[src/rtl/force_release_ctrl.sv]
// Round-robin arbitrated force/release sequencer for one storage register and one driven net.
// A granted requester overrides both for a programmed number of cycles; the register keeps the forced value afterwards.
module force_release_ctrl #(
    parameter int WIDTH = 4,
    parameter int NREQ  = 2,
    parameter int DUR_W = 8
) (
    input  logic                           clk,
    input  logic                           rst_n,
    input  logic                           wr_en,
    input  logic [WIDTH-1:0]               wr_data,
    input  logic [WIDTH-1:0]               drv_val,
    input  logic [NREQ-1:0]                req,
    input  logic [NREQ*WIDTH-1:0]          req_val,
    input  logic [NREQ*DUR_W-1:0]          req_dur,
    output logic [NREQ-1:0]                gnt,
    output logic [((NREQ > 1) ? $clog2(NREQ) : 1)-1:0] owner,
    output logic                           force_active,
    output logic [WIDTH-1:0]               reg_q,
    output logic [WIDTH-1:0]               net_q,
    output logic                           done,
    output logic                           wr_dropped
);

    localparam int OW = (NREQ > 1) ? $clog2(NREQ) : 1;

    typedef enum logic [1:0] {
        ST_IDLE    = 2'd0,
        ST_FORCE   = 2'd1,
        ST_RELEASE = 2'd2
    } state_e;

    state_e            state_q, state_d;
    logic [OW-1:0]     owner_q, owner_d;
    logic [OW-1:0]     ptr_q, ptr_d;
    logic [DUR_W-1:0]  cnt_q, cnt_d;
    logic [WIDTH-1:0]  fv_q, fv_d;
    logic [WIDTH-1:0]  reg_val_q, reg_val_d;
    logic              fa_q, fa_d;
    logic [NREQ-1:0]   gnt_q, gnt_d;
    logic              done_q, done_d;
    logic              drop_q, drop_d;

    logic              grant_s;
    logic [OW-1:0]     win_s;
    logic [OW-1:0]     cand_s;
    int                idx_s;
    logic [DUR_W-1:0]  dur_s;

    // Round-robin search from the priority pointer; only meaningful in IDLE.
    always_comb begin
        grant_s = 1'b0;
        win_s   = ptr_q;
        idx_s   = 0;
        cand_s  = ptr_q;
        for (int k = 0; k < NREQ; k++) begin
            idx_s = int'(ptr_q) + k;
            if (idx_s >= NREQ) begin
                idx_s = idx_s - NREQ;
            end else begin
                idx_s = idx_s;
            end
            cand_s = OW'(idx_s);
            if (!grant_s && req[cand_s] && (state_q == ST_IDLE)) begin
                grant_s = 1'b1;
                win_s   = cand_s;
            end else begin
                grant_s = grant_s;
            end
        end
    end

    // Next-state and next-output computation for the force sequencer.
    always_comb begin
        state_d   = state_q;
        owner_d   = owner_q;
        ptr_d     = ptr_q;
        cnt_d     = cnt_q;
        fv_d      = fv_q;
        fa_d      = fa_q;
        reg_val_d = reg_val_q;
        gnt_d     = {NREQ{1'b0}};
        done_d    = 1'b0;
        drop_d    = wr_en && (fa_q || grant_s);
        dur_s     = req_dur[int'(win_s)*DUR_W +: DUR_W];

        if (wr_en && !fa_q && !grant_s) begin
            reg_val_d = wr_data;
        end else begin
            reg_val_d = reg_val_q;
        end

        case (state_q)
            ST_IDLE: begin
                if (grant_s) begin
                    state_d        = ST_FORCE;
                    owner_d        = win_s;
                    ptr_d          = (win_s == OW'(NREQ - 1)) ? {OW{1'b0}} : win_s + {{(OW-1){1'b0}}, 1'b1};
                    gnt_d[win_s]   = 1'b1;
                    fv_d           = req_val[int'(win_s)*WIDTH +: WIDTH];
                    // A zero duration still forces for one cycle.
                    cnt_d          = (dur_s == {DUR_W{1'b0}}) ? {{(DUR_W-1){1'b0}}, 1'b1} : dur_s;
                    fa_d           = 1'b1;
                    reg_val_d      = req_val[int'(win_s)*WIDTH +: WIDTH];
                end else begin
                    state_d = ST_IDLE;
                end
            end
            ST_FORCE: begin
                if (cnt_q == {{(DUR_W-1){1'b0}}, 1'b1}) begin
                    state_d = ST_RELEASE;
                    fa_d    = 1'b0;
                    done_d  = 1'b1;
                    cnt_d   = {DUR_W{1'b0}};
                end else begin
                    cnt_d   = cnt_q - {{(DUR_W-1){1'b0}}, 1'b1};
                end
            end
            ST_RELEASE: begin
                state_d = ST_IDLE;
            end
            default: begin
                state_d = ST_IDLE;
                fa_d    = 1'b0;
            end
        endcase
    end

    // State and output registers; reset aborts any force without a done pulse.
    always_ff @(posedge clk or negedge rst_n) begin
        if (!rst_n) begin
            state_q   <= ST_IDLE;
            owner_q   <= {OW{1'b0}};
            ptr_q     <= {OW{1'b0}};
            cnt_q     <= {DUR_W{1'b0}};
            fv_q      <= {WIDTH{1'b0}};
            fa_q      <= 1'b0;
            reg_val_q <= {WIDTH{1'b0}};
            gnt_q     <= {NREQ{1'b0}};
            done_q    <= 1'b0;
            drop_q    <= 1'b0;
        end else begin
            state_q   <= state_d;
            owner_q   <= owner_d;
            ptr_q     <= ptr_d;
            cnt_q     <= cnt_d;
            fv_q      <= fv_d;
            fa_q      <= fa_d;
            reg_val_q <= reg_val_d;
            gnt_q     <= gnt_d;
            done_q    <= done_d;
            drop_q    <= drop_d;
        end
    end

    assign gnt          = gnt_q;
    assign owner        = owner_q;
    assign force_active = fa_q;
    assign reg_q        = reg_val_q;
    assign done         = done_q;
    assign wr_dropped   = drop_q;
    assign net_q        = fa_q ? fv_q : drv_val;

endmodule

[config.mk]
export PLATFORM = sky130hd
export DESIGN_NAME = force_release_ctrl
export DESIGN_NICKNAME = d
export VERILOG_FILES = /design/src/rtl/force_release_ctrl.sv
export SDC_FILE = /design/constraint.sdc
export NUM_CORES = 1
export LEC_CHECK = 0
export ABC_AREA = 1
export ABC_CLOCK_PERIOD_IN_PS = 1400
export CORE_MARGIN = 2
export CORE_UTILIZATION = 39
export CTS_BUF_LIST = sky130_fd_sc_hd__clkbuf_4 sky130_fd_sc_hd__clkbuf_8
export CTS_CLUSTER_SIZE = 12
export DETAILED_ROUTE_END_ITERATION = 8
export PLACE_DENSITY_LB_ADDON = 0.15
export SLEW_MARGIN = 40
export SYNTH_ARGS = -nofsm -noshare
export SYNTH_HDL_FRONTEND = slang
export SYNTH_SLANG_ARGS = --single-unit
export TNS_END_PERCENT = 100
[constraint.sdc]
create_clock -name clk -period 1.4 [get_ports clk]
set_input_delay 0.35 -clock clk [delete_from_list [all_inputs] [get_ports clk]]
set_output_delay 0.35 -clock clk [all_outputs]
set_load 0.05 [all_outputs]
==> flow_summary_export.csv <==
group,metric,value,unit
worst_setup_path,endpoint_kind,"flip-flop",
grt,grt_overflow_total,0,
detailed_routing,wl_per_cell,13.1,µm
clocking,clkSinkCount,25,
place,globalplace.congestion,0.825,
clocking,clock_latency,270,ps
clocking,clk_pin_slew,90,ps
yosys,yosys_warnings,0,
sta,whs,423,ps
yosys,synth_ff_type,"dfrtp_1",
sta,worst-slew-pin-transition,266,ps
detailed_routing,dr.pass1.iters,4,
place,dp_hpwl,2900,µm
floorplan,rows,22,
worst_setup_path,critPathRequiredTime,1600,ps
yosys,synth_edf_count,0,
yosys,synth_seq_cells,25,
power_and_ir_drop,vdd_drop_max,0.352,mV
clocking,holdBufCountCts,0,
yosys,syn_avg_cell_area,7.98,µm²
sta,slew_viol_final,0,
yosys,synth_fp_nets,222,
flow_run,max_cap_violations,0,
detailed_routing,drt-initial-drc-count,54,
outcome,violations,"setup timing",
clocking,h-tree-depth,1,
sta,timing.final.crit_share,1.13,
yosys,netlist_area,1460,µm²
floorplan,die_h,65.2,µm
clocking,clock_path_buffers,2,
detailed_routing,drc,0,
power_and_ir_drop,leakagePower,1.31,nW
sta,fmax,629,MHz
floorplan,ios,51,
sta,finalSetupTns,-2360,ps
worst_hold_path,hold_path_class,"in2async",
detailed_routing,via_count,1584,
clocking,cts_tree,"yes",
clocking,numCtsBuffers,3,
place,pre_cts_slack,-506,ps
floorplan,die_w,65.2,µm
sta,finClkSkew,5.00,ps
finish,n_antenna_cell,0,
yosys,ys_types,29,
finish,layout-drive-gt1-share,0.394,
worst_setup_path,cp_max_fo,5,
power_and_ir_drop,powerDensity,566,nW/µm²
finish,final_nets,317,
floorplan,core_area,3630,µm²
place,io_buffer_count,50,
detailed_routing,antenna_left,0,
sta,hold_violations,0,
worst_setup_path,crit_arrival,1790,ps
yosys,synthArstFlopShare,1.00,
yosys,ys_seq_area_frac,0.428,
grt,grt_max_degree,26,
finish,syn_to_final_growth,86.9,%
worst_setup_path,path_class,"reg2reg",
sta,worst_slack,-189,ps
grt,grt_pass1_wl,6980,µm
sta,rsz0062_at_grt,"yes",
grt,track_usage,0.214,
worst_setup_path,ff2ff_setup_slack,-190,ps
sta,min_period,1590,ps
detailed_routing,vias_per_cell,4.87,
yosys,syn_inst,183,
grt,antenna_found_initial,0,
worst_setup_path,critPathLaunchType,"flip-flop",
grt,grt_pass1_vias,1616,
sta,slew_headroom,0.823,
floorplan,start_util,0.402,
floorplan,die_area,4250,µm²
outcome,status,"complete, but fails checks",
detailed_routing,routed_wl,4250,µm
clocking,clock-root-buffer,"clkbuf_8",
sta,setup_viol,21,
-- final timing paths --
kind                                   startpoint  cells after the start                       end
setup / recovery           state_q[1]$_DFFE_PN0P_                     11      cnt_q[0]$_DFFE_PN0P_
hold / removal                              rst_n                      2         owner$_DFFE_PN0P_
setup reg to reg           state_q[1]$_DFFE_PN0P_                     11      cnt_q[0]$_DFFE_PN0P_
hold reg to reg                 owner$_DFFE_PN0P_                      2         owner$_DFFE_PN0P_
max in group asynchronous                   rst_n                      2  force_active$_DFFE_PN0P_
min in group clk                owner$_DFFE_PN0P_                      2         owner$_DFFE_PN0P_
-- critical path: stages (launching register included) --
cell	delay (ps)
dfrtp_1	430
nor2_4	200
nand3_4	180
nand2_8	140
nand2_2	60
nand2_2	60
nand2_1	50
nor2_1	100
nand2_1	70
nand2_2	70
nand2_2	40
a21oi_2	130
-- flip-flops by register name, indices dropped and copies added, names as in the netlist, 2 cells and up --
| name | flops |
|---|---|
| state_q | 2 |
| cnt_q | 8 |
| reg_q | 4 |
| gnt | 2 |
| fv_q | 4 |
-- metrics by stage --
stage,utilization,power (mW),cells,instance area (µm²)
detailed placement,0.665,1.10,307,2420
floorplan,-,0.869,183,1510
CTS,0.731,1.55,322,2660
finish,0.751,1.54,325,2730
global placement,0.665,1.09,307,2420
global route,0.751,1.61,325,2730
-- layout make-up --
class                           count  area (µm²)
Fill cell                         251         905
Multi-Input combinational cell    131         892
Sequential cell                    25         627
Inverter                           27         106
Tap cell                           48        60.1
Timing Repair Buffer               90         995
Clock buffer                        4        48.8
-- cells in the mapped netlist (2+ instances only) --
| library cell | n | area share |
|---|---|---|
| xor2_1 | 4 | 0.024 |
| inv_1 | 24 | 0.062 |
| a22oi_1 | 4 | 0.021 |
| nor2_1 | 17 | 0.044 |
| inv_2 | 3 | 0.0077 |
| nand3b_1 | 5 | 0.026 |
| o21ai_0 | 15 | 0.051 |
| a31oi_1 | 4 | 0.017 |
| dfrtp_1 | 25 | 0.43 |
| nand3_1 | 9 | 0.031 |
| nand2_1 | 40 | 0.10 |
| nor3_1 | 3 | 0.010 |
| a21oi_1 | 3 | 0.010 |
| nand2_2 | 6 | 0.026 |
| nor2_2 | 2 | 0.0086 |
| ha_1 | 2 | 0.017 |
| mux2i_1 | 4 | 0.027 |
| buf_2 | 2 | 0.0069 |
-- power by group --
part | switching [mW] | internal [mW] | leakage, nW
clock network | 0.230 | 0.223 | 0.0262
registers | 0.0124 | 0.733 | 0.282
logic | 0.146 | 0.200 | 1.00
-- per-layer routing --
layer	share of wire	vias up	track usage
met2	0.51	63	0.380
li1	-	781	-
met5	0	-	0
met4	0.022	0	0.0938
met3	0.049	12	0.0342
met1	0.42	728	0.255
-- cells in the final DEF (no fill, tap or decap), types with 4 or more instances in the layout --
cell type,synthesis,final
nand2_4,1,4
clkdlybuf4s50_1,0,35
nand3_1,9,6
mux2i_1,4,4
buf_12,0,16
o21ai_1,1,4
o21ai_0,15,7
inv_2,3,6
o21ai_4,0,4
xor2_1,4,4
nand2_1,40,30
dfrtp_1,25,24
a31oi_1,4,4
nand3b_1,5,5
buf_4,0,30
inv_1,24,19
nand3_2,0,4
nor2_1,17,15
nand2_2,6,14
buf_6,1,8
-- timing repair --
action	4_1_cts	5_1_grt
cloned	3	0
endpoints found under the setup margin	21	26
buffers inserted	9	3
pin swaps	34	16
gates resized for setup	37	10
-- logic make-up (layout without fill, tap and decap cells) --
family | Yosys count | after routing | synth area share
mux | 4 | 4 | 0.0274
compound gates | 31 | 31 | 0.126
flops | 25 | 25 | 0.428
fa+ha+maj | 2 | 2 | 0.0171
xor+xnor | 4 | 4 | 0.0240
buf+inv | 30 | 121 | 0.0840
simple gates | 87 | 90 | 0.293
No activity file was read; power rests on OpenSTA's default activity.
